<file path="src/rtl/alu_writeback.sv">
// Purpose : ALU writeback stage. One-entry holding register feeding a 2**REG_AW x DATA_W
//           register file and a 4-bit status-flag register, plus two bypassed read ports.
// Latency : capture edge N, commit at the first later edge with stall=0 (N+1 when unstalled);
//           the held result is visible on the read ports right after the capture edge.
// Backpressure: in_ready = !hold_valid || !stall; it never depends on in_valid.
//
// Ports:
//   clk, rst_n                  clock, synchronous active-low reset
//   in_valid/in_ready           capture handshake for in_result/in_rd/in_we/in_flags_we/flag_*
//   stall                       downstream hold; blocks commit of the held entry
//   rs1_addr/rs1_data, rs2_*    combinational read ports with writeback bypass
//   status_flags                architectural flags {neg, parity, overflow, carry}
//   wb_valid/wb_rd/wb_data      registered commit pulse and committed register/data
//   commit_count                commits since reset, wraps at 2**CNT_W
module alu_writeback #(
    parameter int DATA_W = 32,
    parameter int REG_AW = 5,
    parameter int CNT_W  = 16
) (
    input  logic              clk,
    input  logic              rst_n,
    input  logic              in_valid,
    output logic              in_ready,
    input  logic [DATA_W-1:0] in_result,
    input  logic [REG_AW-1:0] in_rd,
    input  logic              in_we,
    input  logic              in_flags_we,
    input  logic              flag_carry,
    input  logic              flag_overflow,
    input  logic              flag_parity,
    input  logic              flag_neg,
    input  logic              stall,
    input  logic [REG_AW-1:0] rs1_addr,
    input  logic [REG_AW-1:0] rs2_addr,
    output logic [DATA_W-1:0] rs1_data,
    output logic [DATA_W-1:0] rs2_data,
    output logic [3:0]        status_flags,
    output logic              wb_valid,
    output logic [REG_AW-1:0] wb_rd,
    output logic [DATA_W-1:0] wb_data,
    output logic [CNT_W-1:0]  commit_count
);

    localparam int NREG = 1 << REG_AW;

    // holding register
    logic              hold_valid;
    logic [DATA_W-1:0] hold_result;
    logic [REG_AW-1:0] hold_rd;
    logic              hold_we;
    logic              hold_flags_we;
    logic [3:0]        hold_flags;

    logic [DATA_W-1:0] rf [NREG];

    logic capture;
    logic commit;
    logic rf_wr;

    assign in_ready = !hold_valid || !stall;
    assign capture  = in_valid && in_ready;
    assign commit   = hold_valid && !stall;
    // register 0 is hard-wired to zero, so writes to it are dropped
    assign rf_wr    = commit && hold_we && (hold_rd != '0);

    always_ff @(posedge clk) begin
        if (!rst_n) begin
            hold_valid    <= 1'b0;
            hold_result   <= '0;
            hold_rd       <= '0;
            hold_we       <= 1'b0;
            hold_flags_we <= 1'b0;
            hold_flags    <= '0;
            status_flags  <= '0;
            wb_valid      <= 1'b0;
            wb_rd         <= '0;
            wb_data       <= '0;
            commit_count  <= '0;
            for (int i = 0; i < NREG; i++) begin
                rf[i] <= '0;
            end
        end else begin
            // a commit and a capture on the same edge leave the register full
            if (capture) begin
                hold_valid    <= 1'b1;
                hold_result   <= in_result;
                hold_rd       <= in_rd;
                hold_we       <= in_we;
                hold_flags_we <= in_flags_we;
                hold_flags    <= {flag_neg, flag_parity, flag_overflow, flag_carry};
            end else if (commit) begin
                hold_valid <= 1'b0;
            end

            wb_valid <= commit;
            if (commit) begin
                wb_rd        <= hold_rd;
                wb_data      <= hold_result;
                commit_count <= commit_count + CNT_W'(1);
                if (hold_flags_we) begin
                    status_flags <= hold_flags;
                end
            end

            if (rf_wr) begin
                rf[hold_rd] <= hold_result;
            end
        end
    end

    // read ports: zero register first, then the not-yet-committed held result, then the file
    always_comb begin
        rs1_data = rf[rs1_addr];
        if (rs1_addr == '0) begin
            rs1_data = '0;
        end else if (hold_valid && hold_we && (hold_rd == rs1_addr)) begin
            rs1_data = hold_result;
        end
    end

    always_comb begin
        rs2_data = rf[rs2_addr];
        if (rs2_addr == '0) begin
            rs2_data = '0;
        end else if (hold_valid && hold_we && (hold_rd == rs2_addr)) begin
            rs2_data = hold_result;
        end
    end

endmodule

</file>
<file path="config.mk">
export PLATFORM = sky130hd
export DESIGN_NAME = alu_writeback
export DESIGN_NICKNAME = d
export VERILOG_FILES = /design/src/rtl/alu_writeback.sv
export SDC_FILE = /design/constraint.sdc
export NUM_CORES = 2
export LEC_CHECK = 0
export CAP_MARGIN = 20
export CORE_MARGIN = 2
export CORE_UTILIZATION = 35
export DETAILED_ROUTE_END_ITERATION = 10
export GPL_TIMING_DRIVEN = 0
export HOLD_SLACK_MARGIN = 0.15
export PLACE_DENSITY = 0.53
export RECOVER_POWER = 25
export SLEW_MARGIN = 0
export SYNTH_ARGS = -nofsm -noshare
export SYNTH_HDL_FRONTEND = slang
export SYNTH_SLANG_ARGS = --single-unit
</file>
<file path="constraint.sdc">
create_clock -name clk -period 5.36 [get_ports clk]
set_clock_uncertainty 0.05 [all_clocks]
set_input_delay 0.804 -clock clk [delete_from_list [all_inputs] [get_ports clk]]
set_output_delay 0.804 -clock clk [all_outputs]
set_load 0.01 [all_outputs]
</file>
==> metrics.cfg <==
[run_status]
status = finished with violations
violations = capacitance limit, slew limit, setup timing

[clock_network]
cts-root-buf = clkbuf_16
max-clock-path-buffers = 3
post_cts_buffers = 0
h-tree-depth = 4
clock_sinks = 1126
clk-insertion-delay-late_ns = 0.78
numCtsBuffers = 131
clkSlewWorstSetupHoldPaths_ns = 0.06
cts_tree = built

[hold_path]
hold_path_class = reg -> reg

[pwr]
pwr_density_cell_nw_per_um2 = 314
p_comb_share_pct = 13.5
p_leak_nw = 24.7
power_frac_clock_pct = 40.4
p_sw_share_pct = 27.4
worst_ir_drop_vdd_uv = 334
p_int_mw = 15.9
seq_power_share_pct = 46.1
netSwitchingPower_mw = 6.00

[detailed_routing]
antenna_left = 0
wl_per_cell_um = 39.2
first_iter_violations = 6834
num_vias = 41500
firstDrtPassIters = 8
vias_per_cell = 6.04
drt-total-wl_mm = 270
drc = 0

[timing]
period_share_pct = 104
min_period_ns = 5.59
rsz0062_at_grt = yes
clock.fmax_mhz = 179
drv_slew = 221
setup_ws_ns = -0.234
setup_viol_count_final = 40
hold_viol = 0
tightest_slew_ns = 3.46
max_slew_margin_pct = -131

[logic_synthesis]
synth_cells = 4152
muxShareOfSynthArea_pct = 21.9
ys_seq_area_share_pct = 55.7
synth_adder_area_share_pct = 0.0213
syn_area_um2 = 58900
ys_seq_elements = 1126
synth_edf_count = 1024
synth_compound_area_share_pct = 4.79
yosys.area_share.simple_pct = 14.0
synth_xor_area_share_pct = 0.312
synth_top_family_by_area = multiplexers
synthArstFlopShare_pct = 0
syn_avg_cell_area_um2 = 14.2
synth_cell_types = 47
synth_ff_type = edfxtp_1
ys_warn_count = 0

[floorplan]
die_width_um = 414
coreArea_um2 = 167000
num_rows = 150
die_area_um2 = 172000
start_util_pct = 35.2
ios = 180
die_y_um = 414

[grt]
met3_usage_pct = 9.51
track_usage_pct = 30.9
antenna_found_initial = 8
use_met2_pct = 45.4
gr-usage-met1_pct = 39.8
grt_pass1_vias = 39200
grt_pass1_wl_mm = 355
grt_max_degree = 42
top_usage_layer = met2
overflow = 0

[cells_and_area]
layout-drive-gt1-share_pct = 20.6
nets = 4622
syn2layout_area_growth_pct = 18.3
num-fill-cells = 15400
final_cells = 6878

[worst_setup_path]
end_kind = primary output
cp.arrival_ns = 4.74
setup.worst_path.class = in -> out
critical_path_required_ns = 4.51
path_max_fanout = 7
critPathLaunchType = input pin

[placed_design]
dpl.hpwl_mm = 203
gp_congestion = 1.05
post-place-ws_ns = -1.70
portBuffers = 173
dp.cells = 6636

[run]
max-cap-violations = 16

[routing by layer]
| metal | part of all wire [%] | routed length, µm |
|---|---|---|
| met5 | 0.012 | 32 |
| met4 | 7.3 | 19700 |
| met3 | 12 | 31700 |
| met2 | 43 | 117000 |
| met1 | 38 | 102000 |
[power groups by stage]
stage / clock network [mW] / logic, mW / registers (mW)
floorplan: 0 / 1.36 / 10.2
CTS: 8.84 / 2.87 / 10.1
detailed placement: 0 / 2.83 / 10.2
global placement: 0 / 2.68 / 10.3
finish: 8.83 / 2.96 / 10.1
global route: 9.18 / 2.96 / 10.1
[layout make-up]
class	count	area (µm²)	area share [%]
well taps	2204	2760	3.96
repair buffers	249	3250	4.66
plain buffers	434	2030	2.91
diodes	6	15.0	0.0216
clock buffers	168	3530	5.07
clock inverters	69	538	0.773
inverters	9	35.0	0.0503
flip-flops and latches	1126	32800	47.1
multi-input cells	2613	24700	35.5
[state kept, by name, indices dropped and copies added (netlist names)]
name	count
rf	1024
hold_we	1
hold_valid	1
hold_flags_we	1
hold_flags	4
hold_rd	5
wb_data	32
wb_valid	1
wb_rd	5
hold_result	32
commit_count	16
status_flags	4
[final timing paths]
check,start,end,slack [ns],cells after the start
worst max-delay path,rs1_addr[3],rs1_data[8],-0.23,9
worst min-delay path,wb_data[2],wb_data[2],0.40,2
worst max register to register,hold_rd[3],rf[31][4],0.39,5
worst min register to register,wb_data[2],wb_data[2],0.40,2
[repair_timing]
action,CTS,global route
pin swaps,0,0
gates resized for setup,80,27
setup endpoints to repair,63,39
hold buffers,0,0
[cells in the mapped netlist (9+ instances only)]
cell type	number	share of area [%]
a211oi_1	37	0.47
a21oi_1	114	0.97
a221o_1	40	0.68
a221oi_1	59	0.88
a22oi_1	12	0.15
and2_1	994	11
buf_1	17	0.11
buf_2	46	0.39
buf_4	38	0.48
buf_6	11	0.21
clkbuf_1	323	2.1
dfxtp_1	102	3.5
edfxtp_1	1024	52
mux2_2	34	0.65
mux2i_1	175	3.0
mux4_2	477	18
nand2_1	208	1.3
nand2b_1	10	0.11
nand3_1	13	0.11
nor2_1	154	0.98
nor2b_1	37	0.39
nor3_1	18	0.15
o21ai_0	51	0.43
o221ai_1	20	0.30
o22ai_1	22	0.23
o31ai_1	33	0.42
or3_1	9	0.096
xnor2_1	14	0.21
[metrics by stage]
stage | util, % | setup TNS (ns) | hold slack (ns) | power, mW | area [µm²]
floorplan | - | 0 | 0.387 | 11.5 | 59000
global placement | 38.0 | -3129.90 | 0.394 | 13.0 | 63500
detailed placement | 39.2 | -43.05 | 0.399 | 13.1 | 65400
CTS | 41.8 | -0.588 | 0.408 | 21.8 | 69800
global route | 41.7 | -0.0364 | 0.422 | 22.2 | 69600
finish | 41.7 | -3.12 | 0.402 | 21.9 | 69600
[cells by family (layout without fill, tap and decap cells)]
family / Yosys count / in the layout
AND/OR/NAND/NOR: 1464 / 1464
flip-flops: 1126 / 1126
multiplexers: 686 / 686
buffers and inverters: 444 / 929
AO/OA/AOI/OAI: 409 / 409
XOR/XNOR: 21 / 21
adder cells (fa/ha/maj): 1 / 1
other: 1 / 38
[cells in the final DEF, fill, tap and decap left out, types with 16 or more instances in the layout]
| master | n |
|---|---|
| a211oi_1 | 37 |
| clkbuf_1 | 322 |
| a221oi_1 | 46 |
| buf_12 | 19 |
| o22ai_1 | 22 |
| mux4_2 | 477 |
| o31ai_2 | 17 |
| clkdlybuf4s50_1 | 111 |
| edfxtp_1 | 1024 |
| dfxtp_1 | 102 |
| o21ai_0 | 33 |
| and2_1 | 908 |
| clkinv_2 | 23 |
| buf_16 | 27 |
| and2_0 | 86 |
| buf_2 | 44 |
| nor2b_1 | 37 |
| conb_1 | 32 |
| clkbuf_2 | 30 |
| nor3_1 | 16 |
| mux2_2 | 34 |
| a21oi_1 | 114 |
| buf_8 | 24 |
| mux2i_1 | 175 |
| clkinv_1 | 29 |
| a221o_1 | 40 |
| o221ai_1 | 20 |
| dlygate4sd3_1 | 61 |
| nand2_1 | 208 |
| clkbuf_16 | 135 |
| buf_4 | 47 |
| nor2_1 | 154 |
[critical path, stage by stage]
cell and delay, ns:
clkdlybuf4s50_1 0.65, clkbuf_1 0.47, buf_16 0.22, clkbuf_1 0.41, clkbuf_1 0.53, buf_8 0.23, a221oi_1 0.20, o31ai_1 0.54
clkdlybuf4s50_1 0.64
Note: power is estimated with default switching activity, not from simulation.
